===== src/rtl/simon_encrypt.sv =====
// Iterative Simon 32/64 encryption core with valid/ready handshakes on both sides.
// Takes a 32-bit block plus the 512-bit round-key bundle from the key schedule.
// It applies one Feistel round per clock by default.
// Optional build macro SIMON_TWO_ROUND_EN unrolls two rounds per clock.
// ROUNDS must then be even.
// ROUNDS must lie in 1..32 for either build.
module simon_encrypt #(
  parameter int unsigned ROUNDS = 32
) (
  input  logic         clk,
  input  logic         rst,
  input  logic [511:0] key_total,
  input  logic         in_valid,
  output logic         in_ready,
  input  logic [31:0]  plaintext,
  output logic         out_valid,
  input  logic         out_ready,
  output logic [31:0]  ciphertext,
  output logic         busy
);

  typedef enum logic [1:0] {
    StIdle,
    StRun,
    StDone
  } state_e;

`ifdef SIMON_TWO_ROUND_EN
  localparam logic [4:0] RcStep = 5'd2;
  localparam logic [4:0] RcLast = 5'(ROUNDS - 2);
`else
  localparam logic [4:0] RcStep = 5'd1;
  localparam logic [4:0] RcLast = 5'(ROUNDS - 1);
`endif

  state_e         state_q;
  logic [15:0]    x_q, y_q;
  logic [4:0]     rc_q;
  logic [511:0]   key_q;
  logic           out_valid_q;
  logic [31:0]    ct_q;

  logic [15:0]    x_nxt, y_nxt;

  // Simon round function: (x <<< 1 & x <<< 8) ^ x <<< 2 on 16-bit words.
  function automatic logic [15:0] simon_f(input logic [15:0] v);
    logic [15:0] r1, r2, r8;
    r1 = {v[14:0], v[15]};
    r2 = {v[13:0], v[15:14]};
    r8 = {v[7:0], v[15:8]};
    return (r1 & r8) ^ r2;
  endfunction

  // Next x/y after the round(s) applied on this edge, keyed from the captured bundle.
`ifdef SIMON_TWO_ROUND_EN
  logic [15:0] k_a, k_b, x_mid;
  logic [4:0]  rc_p1;

  always_comb begin
    rc_p1 = rc_q + 5'd1;
    k_a   = key_q[{rc_q, 4'b0000} +: 16];
    k_b   = key_q[{rc_p1, 4'b0000} +: 16];
    x_mid = y_q ^ simon_f(x_q) ^ k_a;
    // Second round: the intermediate y is the old x.
    x_nxt = x_q ^ simon_f(x_mid) ^ k_b;
    y_nxt = x_mid;
  end
`else
  logic [15:0] k_a;

  always_comb begin
    k_a   = key_q[{rc_q, 4'b0000} +: 16];
    x_nxt = y_q ^ simon_f(x_q) ^ k_a;
    y_nxt = x_q;
  end
`endif

  // Acceptance is gated off during reset so no block slips in on a reset edge.
  assign in_ready   = (state_q == StIdle) && !rst;
  assign busy       = (state_q != StIdle);
  assign out_valid  = out_valid_q;
  assign ciphertext = ct_q;

  // Control FSM and datapath registers; ciphertext only updates on the final round.
  always_ff @(posedge clk) begin
    if (rst) begin
      state_q     <= StIdle;
      x_q         <= '0;
      y_q         <= '0;
      rc_q        <= '0;
      out_valid_q <= 1'b0;
      ct_q        <= '0;
    end else begin
      unique case (state_q)
        StIdle: begin
          if (in_valid) begin
            x_q     <= plaintext[31:16];
            y_q     <= plaintext[15:0];
            key_q   <= key_total;
            rc_q    <= '0;
            state_q <= StRun;
          end
        end
        StRun: begin
          x_q <= x_nxt;
          y_q <= y_nxt;
          if (rc_q == RcLast) begin
            // rc holds here instead of wrapping; it is cleared on the next accept.
            state_q     <= StDone;
            out_valid_q <= 1'b1;
            ct_q        <= {x_nxt, y_nxt};
          end else begin
            rc_q <= rc_q + RcStep;
          end
        end
        StDone: begin
          if (out_ready) begin
            state_q     <= StIdle;
            out_valid_q <= 1'b0;
          end
        end
        default: begin
          state_q     <= StIdle;
          out_valid_q <= 1'b0;
        end
      endcase
    end
  end

endmodule


===== config.mk =====
export PLATFORM = sky130hd
export DESIGN_NAME = simon_encrypt
export DESIGN_NICKNAME = d
export VERILOG_FILES = /design/src/rtl/simon_encrypt.sv
export SDC_FILE = /design/constraint.sdc
export NUM_CORES = 1
export LEC_CHECK = 0
export ABC_CLOCK_PERIOD_IN_PS = 55700
export CAP_MARGIN = 20
export CORE_UTILIZATION = 29
export DETAILED_ROUTE_END_ITERATION = 12
export DONT_BUFFER_PORTS = 1
export GPL_ROUTABILITY_DRIVEN = 0
export PLACE_DENSITY_LB_ADDON = 0.2
export SLEW_MARGIN = 10
export SYNTH_ARGS = -nofsm -noshare
export SYNTH_HDL_FRONTEND = slang
export SYNTH_SLANG_ARGS = --single-unit

===== constraint.sdc =====
create_clock -name clk -period 55.7 [get_ports clk]
set_clock_uncertainty 0.15 [all_clocks]
set_input_delay 5.57 -clock clk [delete_from_list [all_inputs] [get_ports clk]]
set_output_delay 5.57 -clock clk [all_outputs]
set_load 0.02 [all_outputs]

Word level (Yosys, flattened, before mapping)
Index checks and enable logic that the tools add are counted.
{"block": "totals", "out_inout_bits": 35, "inputBits": 548, "mem_bits_ro": 0, "mem_bits_rw": 0, "regBits": 584, "n_memories": 0, "latchBits": 0}
{"block": "op_classes", "div": 0, "addsub": 1, "n_lt_le_gt_ge": 0, "bitwise": 6, "n_shift": 1, "n_mux": 14, "n_reduce_logical": 11, "multipliers": 0, "n_eq_ne": 7}
{"operator": "$shiftx A512 B10 Y16", "count": 1}
{"operator": "$pmux W16 S2", "count": 2}
{"operator": "$xor A16 B16 Y16", "count": 3}
{"operator": "$mux W16", "count": 2}
{"operator": "$and A16 B16 Y16", "count": 1}
{"operator": "$reduce_and A3 Y1", "count": 4}
{"operator": "$mux W5", "count": 2}
{"operator": "$pmux W5 S2", "count": 1}
{"operator": "$ne A2 B2 Y1 const B", "count": 4}
{"operator": "$mux W2", "count": 3}
{"operator": "$pmux W2 S3", "count": 1}
{"operator": "$add A5 B1 Y5 const B", "count": 1}
{"operator": "$eq A5 B5 Y1 const B", "count": 1}
{"operator": "$reduce_and A2 Y1", "count": 2}
{"operator": "$reduce_bool A2 Y1", "count": 2}
{"operator": "$pmux W1 S3", "count": 1}
{"operator": "$eq A2 B1 Y1 const B", "count": 1}
{"operator": "$eq A2 B2 Y1 const B", "count": 1}
{"operator": "$logic_not A2 Y1", "count": 1}
{"operator": "$mux W1", "count": 2}
{"operator": "$not A1 Y1", "count": 2}
{"operator": "$logic_and A1 B1 Y1", "count": 1}
{"operator": "$logic_not A1 Y1", "count": 1}

Depth between registers and ports, before layout
Gate-level depths: netlist of run 1.
{"block": "depth", "word_depth": 5, "mapped_depth": 10, "ltp_nobuf": 7}

Worst setup path after synthesis of run 1
Ideal clock, no wire load.
{"block": "synth_timing", "path_kind": "input to register", "startpoint": "input port rst", "endpoint": "register key_q[0], enable pin", "n_path_buf": 2, "arrival_time_ns": 40.683, "cell_stages": 3, "setup_slack_ns": 12.852, "setup_ns": 2.014, "cell_sequence": "clkbuf_1 clkbuf_1 nor3_1"}
{"block": "synth_between", "elab_chain_len": 2}
{"element": "from (decl)", "line": "11", "text": "input logic rst,"}
{"element": "$not A1 Y1 (no line)"}
{"element": "$reduce_and A3 Y1 (no line)"}
{"element": "to (signal assigned)", "line": "99", "text": "key_q <= key_total;"}
{"element": "to (decl)", "line": "39", "text": "logic [511:0] key_q;"}
Every way passes these cells.
A chain may end at the register's enable or synchronous reset.

Final worst setup path of run 1
{"block": "layout_timing", "startpoint": "input port rst", "endpoint": "output port in_ready"}
{"block": "layout_between", "elab_chain_len": 2}
{"element": "$logic_not A1 Y1", "line": "79", "text": "assign in_ready = (state_q == StIdle) && !rst;"}
{"element": "$logic_and A1 B1 Y1", "line": "79"}
{"element": "to (decl)", "line": "14", "text": "output logic in_ready,"}
Every way passes these cells.

==> results of run 1 <==
==> synth_stat cells, drive strengths merged, types with 12 or more instances <==
library cell / count / area share (%)
mux4: 12 / 1.2
clkbuf: 37 / 0.61
a31oi: 18 / 0.48
nor4: 13 / 0.70
xor2: 17 / 0.64
o21ai: 29 / 0.62
xnor2: 32 / 1.2
a21oi: 91 / 2.0
and4: 15 / 0.56
nand2: 93 / 1.5
mux2i: 233 / 10
edfxtp: 512 / 66
a22oi: 116 / 3.9
nor2: 30 / 0.48
a311oi: 16 / 0.60
buf: 54 / 1.8
dfxtp: 72 / 6.2
==> cells by family (layout without fill, tap and decap cells) <==
logic type                 Yosys count  in the layout  share of synthesized area, %
buffers and inverters               94            148                          2.49
xor gates and xnor gates            49             49                          1.85
and+or+nand+nor                    189            189                          4.28
DFF                                584            584                          72.3
muxes                              245            245                          11.2
other                                0             21                             0
AOI/OAI and AO/OA                  278            278                          7.79
adders and majority gates            2              2                         0.108
==> placed cells by master, fill, tap and decap left out, types with 8 or more instances in the layout <==
master / n
a21oi_1: 91
a22oi_1: 111
a311oi_1: 16
a31oi_1: 18
and4_1: 15
buf_4: 22
bufinv_16: 8
clkbuf_1: 11
clkbuf_16: 68
clkinv_1: 12
clkinv_2: 8
dfxtp_1: 69
diode_2: 21
edfxtp_1: 512
mux2i_1: 233
mux4_2: 12
nand2_1: 93
nand3_1: 9
nor2_1: 27
nor4_2: 13
o21ai_0: 14
o21ai_1: 15
xnor2_1: 32
xor2_1: 17
==> registers in the layout (all words and copies together) (netlist names) <==
signal / count
ciphertext: 32
key_q: 512
out_valid: 1
rc_q: 5
state_q: 2
x_q: 16
y_q: 16
==> path summary, 6_finish.rpt <==
| kind | startpoint | slack (ps) | endpoint |
|---|---|---|---|
| min reg2reg | y_q[14]$_SDFFE_PP0P_ | 350 | y_q[14]$_SDFFE_PP0P_ |
| max | rst | 44110 | in_ready |
| min | y_q[14]$_SDFFE_PP0P_ | 350 | y_q[14]$_SDFFE_PP0P_ |
| max reg2reg | rc_q[1]$_SDFFE_PP0P_ | 50900 | ciphertext[31]$_SDFFE_PP0P_ |
==> power by group through the flow <==
| stage | clock network [mW] | logic [mW] | registers (mW) |
|---|---|---|---|
| global placement | 0 | 0.0497 | 0.515 |
| CTS | 0.465 | 0.0504 | 0.506 |
| floorplan | 0 | 0.0380 | 0.531 |
| detailed placement | 0 | 0.0502 | 0.516 |
| global route | 0.480 | 0.0545 | 0.508 |
| finish | 0.454 | 0.0497 | 0.506 |
==> stage by stage <==
| stage | hold slack (ps) | area [um^2] | utilization, % |
|---|---|---|---|
| floorplan | 337 | 23300 | - |
| global placement | 340 | 24200 | 30.6 |
| detailed placement | 348 | 24200 | 30.6 |
| CTS | 356 | 26500 | 33.5 |
| global route | 380 | 26600 | 33.6 |
| finish | 354 | 26600 | 33.6 |
==> per-layer routing <==
metal / global-route usage [%] / vias to the layer above / wire, um
met5: 0 / - / 284
met4: 5.71 / 42 / 1880
met3: 5.99 / 133 / 5230
met2: 28.8 / 465 / 35900
met1: 18.8 / 6260 / 26200
li1: - / 5682 / -
==> final cells by class <==
cell class                 count  area (um^2)  share of cell area [%]
tap                         1050         1310                    4.94
timing repair buffer          24          213                   0.800
antenna                       21         52.6                   0.198
multi-input combinational    763         5900                    22.2
sequential                   584        16800                    63.3
clock buffer                  79         1740                    6.55
inverter                       3         11.3                  0.0423
clock inverter                42          546                    2.05
==> results by group, run 1 <==
Global routing
  • GR Overflow Total: 0
  • Total Routing Usage GR: 16.6%
  • First-pass GRT wire length: 95,800 um
  • Largest net degree at the start of global routing: 163
  • Initial antenna violation count: 42
  • Vias in the first global route: 13.0k

Placement
  • Cells after DPL: 2,423
  • Post-DP HPWL: 49,500 um
  • # port buffers: 0
  • Pre-CTS setup slack: 44,110 ps

Synthesis
  • Syn Nets: 1,991
  • Async SR Flop Fraction: 0%
  • Syn Inst Count: 1,441
  • Post-synth EDFFs: 512
  • Sequential share of the synthesized area: 72.3%
  • Synth warnings: 0
  • Top_reg_cell synth: edfxtp_1
  • Synth Register Bits: 584
  • Distinct cells, synth: 42
  • Syn avg cell area: 16.1 um^2
  • Netlist Area Pre-Place: 23,300 um^2

Power
  • Comb pwr share: 4.9%
  • P_leak: 8.09 nW
  • Power per cell area: 38.0 nW/um^2
  • Clk pwr share: 44.9%
  • Pint: 0.781 mW
  • Total Power: 1.01 mW
  • Switching portion of total power: 22.7%
  • Max VDD drop: 0.0278 mV
  • Sequential Power Share: 50.1%
  • Net switching power: 0.229 mW

Floorplan
  • Boundary pin count: 583
  • Die area: 81,300 um^2
  • Core area: 79,100 um^2
  • Rows: 103
  • Starting Density: 29.4%
  • Die Y: 285 um
  • Die width: 285 um

Timing
  • Min Tclk post-route: 11,590 ps
  • Slew HR: 28.5%
  • Final setup violation count: 0
  • Setup TNS: 0 ps
  • Final Cycle Share: 20.8%
  • Setup WS post-layout: 44,110 ps
  • RSZ-0062 raised after global routing: false
  • Slew @ Worst Pin: 1070 ps
  • Max-slew violation count: 0
  • Final Hold Fails: 0
  • Highest clock rate: 0.0863 GHz

Critical path
  • CP Buf/Inv Count: 0
  • Crit Path Class: primary input to primary output
  • Critical Path Fanout Max: 47
  • Critical path cell sequence: nor2_1
  • R2R depth: 8
  • Critical path endpoint category: primary output
  • CP top delay family: simple AND/OR/NAND/NOR gates
  • Crit path required time: 49,980 ps
  • Crit path DAT: 5870 ps
  • Crit start category: primary input
  • Slowest stage cell on the critical path: nor2_1
  • Critical Path Stages: 1
  • CP peak stage delay: 300 ps

Routing
  • Routed wire length: 69,500 um
  • Post-DRT Antenna Nets: 0
  • Initial DRT Pass Iterations: 5
  • Vias per cell: 4.90
  • Post-DR wirelength/cell: 27.1 um
  • Via count: 12.6k
  • Drt initial violations: 854
  • # DRC: 0

Clock network
  • Number of buffers created by CTS: 68
  • Hold Buf Count CTS: 0
  • CTS max path bufs: 3
  • Cts repair resizes: 0
  • Post-CTS Setup Inserts: 0
  • H-tree Lvls: 3
  • CTS tree: yes
  • Clk Latency, worst-skew pair: 630 ps
  • Clk Tree Root Cell: clkbuf_16
  • CTS Sinks: 584
  • Worst-path clk slew: 60 ps

Job
  • Number of max-cap violations: 0

Layout
  • Layout cell share with drive strength beyond 1: 11.2%
  • # fillers: 7,710
  • Area growth, synth to finish: 14.4%
  • Final net count: 1,994
  • Fin cells: 2,566

Outcome
  • Status: finished clean

Hold path
  • Min-Delay Path Depth: 2
  • Worst Hold Class: register to register
No activity file was read; power rests on OpenSTA's default activity.
==> inputs of run 2 (changes only) <==
- ABC_CLOCK_PERIOD_IN_PS: 55700 -> 11350
- clock period: 55.7 -> 11.35 ns (I/O delays scaled with it)
==> results by group, run 2 (synthesized netlist as in run 1, its figures left out) <==
Layout
  • Layout cell share with drive strength beyond 1: 10.8%
  • Final net count: 1,988
  • Reg with most FFs: key_q
  • # fillers: 7,656
  • Register area: 16,800 um^2
  • Area growth, synth to finish: 14.2%
  • Final Util: 33.6%
  • Most frequent cells in the layout: 512 x edfxtp_1, 233 x mux2i_1, 111 x a22oi_1
  • Most common cell after layout, fill and taps aside: edfxtp_1
  • Area of the multi-input gates: 5910 um^2
  • Max reg flops: 512

Global routing
  • GR Overflow Total: 0
  • Initial antenna violation count: 42
  • Total Routing Usage GR: 16.8%
  • Vias in the first global route: 12.8k
  • First-pass GRT wire length: 96,800 um
  • Largest net degree at the start of global routing: 193

Routing
  • Post-DR wirelength/cell: 27.3 um
  • Drt initial violations: 825
  • Post-DRT Antenna Nets: 0
  • Initial DRT Pass Iterations: 5
  • # DRC: 0
  • Via count: 12.5k
  • Vias per cell: 4.86
  • Routed wire length: 69,900 um

Placement
  • Pre-CTS setup slack: 6560 ps
  • # port buffers: 0
  • Post-DP HPWL: 49,600 um

Clock network
  • CTS max path bufs: 3
  • CTS Sinks: 584
  • Clk Tree Root Cell: clkbuf_16
  • Cts repair resizes: 0
  • Post-CTS Setup Inserts: 0
  • Clk Latency, worst-skew pair: 620 ps
  • Hold Buf Count CTS: 0
  • H-tree Lvls: 3
  • Worst-path clk slew: 60 ps
  • Number of buffers created by CTS: 68
  • CTS tree: yes

Critical path
  • R2R depth: 6
  • Critical path endpoint category: register
  • RR Startpoint: state_q[1]$_SDFFE_PP0P_
  • Critical Path Fanout Max: 192
  • Crit path required time: 11,420 ps
  • Crit path DAT: 4490 ps
  • R2r endpoint: key_q[490]$_DFFE_PP_
  • Crit Path Class: register to register
  • Crit start category: register
  • Reg-to-reg slack, setup: 6940 ps

Timing
  • Final Cycle Share: 38.9%
  • Slew @ Worst Pin: 1180 ps
  • Final hold slack: 358 ps
  • Final setup violation count: 0
  • Min Tclk post-route: 4410 ps
  • Slew HR: 21.2%
  • Setup WS post-layout: 6940 ps
  • Final Hold Fails: 0
  • RSZ-0062 raised after global routing: false
  • Max-slew violation count: 0
  • Highest clock rate: 0.227 GHz

Floorplan
  • Boundary pin count: 583
  • Core area: 79,100 um^2
  • Starting Density: 29.4%
  • Die width: 285 um
  • Rows: 103
  • Die area: 81,300 um^2
  • Die Y: 285 um

Outcome
  • Status: finished clean

Hold path
  • Hold Crit Start: y_q[1]$_SDFFE_PP0P_
  • Hold Path End: y_q[1]$_SDFFE_PP0P_
  • Min-Delay Path Depth: 2
  • Worst Hold Class: register to register

Power
  • P_leak: 8.05 nW
  • Power per cell area: 186 nW/um^2
  • Max VDD drop: 0.129 mV

Job
  • Number of max-cap violations: 0
## run 2: worst max-delay path, stage by stage, from the launching register on
cell     delay (ps)
dfxtp_1         390
nor2_1          220
inv_1           220
nor3_4          790
buf_4           640
buf_4           620
buf_12          670
## run 2: area by class of cell
| cell class | instances | share of cell area, % |
|---|---|---|
| multi-input cells | 763 | 22.2 |
| well taps | 1050 | 4.94 |
| repair buffers | 18 | 0.725 |
| flip-flops and latches | 584 | 63.3 |
| inverters | 3 | 0.0424 |
| clock inverters | 41 | 1.93 |
| clock buffers | 82 | 6.60 |
| diodes | 21 | 0.198 |
## run 2: how the worst max path moves through the flow
| stage | startpoint | end | slack, ps | cells past startpoint |
|---|---|---|---|---|
| 6_report | state_q[1]$_SDFFE_PP0P_ | key_q[490]$_DFFE_PP_ | 6940 | 6 |
| 4_1_cts | state_q[1]$_SDFFE_PP0P_ | key_q[182]$_DFFE_PP_ | 6990 | 6 |
| 2_1_floorplan | rst | key_q[0]$_DFFE_PP_ | -2760 | 3 |
| 3_3_place_gp | in_valid | key_q[182]$_DFFE_PP_ | 6720 | 5 |
| 5_1_grt | state_q[1]$_SDFFE_PP0P_ | key_q[138]$_DFFE_PP_ | 6610 | 6 |
| 3_5_place_dp | in_valid | key_q[246]$_DFFE_PP_ | 6560 | 5 |
## run 2: layer usage
layer | global-route usage (%) | vias to the layer above | wire length, um | part of all wire [%]
met5 | 0 | - | 244 | 0.35
met4 | 4.71 | 38 | 1490 | 2.1
met3 | 5.48 | 121 | 5110 | 7.3
met2 | 29.8 | 465 | 36500 | 52
met1 | 19.1 | 6162 | 26600 | 38
li1 | - | 5672 | - | -
## run 2: per-stage QoR
| stage | total power [mW] | cells | cell area (um^2) | setup TNS, ps |
|---|---|---|---|---|
| 2_1_floorplan | 2.73 | 1441 | 23300 | -1415350 |
| 3_3_place_gp | 2.78 | 2417 | 24200 | 0 |
| 3_5_place_dp | 2.78 | 2418 | 24200 | 0 |
| 4_1_cts | 5.00 | 2541 | 26500 | 0 |
| 5_1_grt | 5.11 | 2553 | 26500 | 0 |
| 6_report | 4.94 | 2562 | 26600 | 0 |
## run 2: report_power, final
group	switching [mW]	leakage [nW]	internal, mW
clock network	0.923	1.08	1.28
logic	0.156	1.64	0.0876
registers	0.0485	5.33	2.44
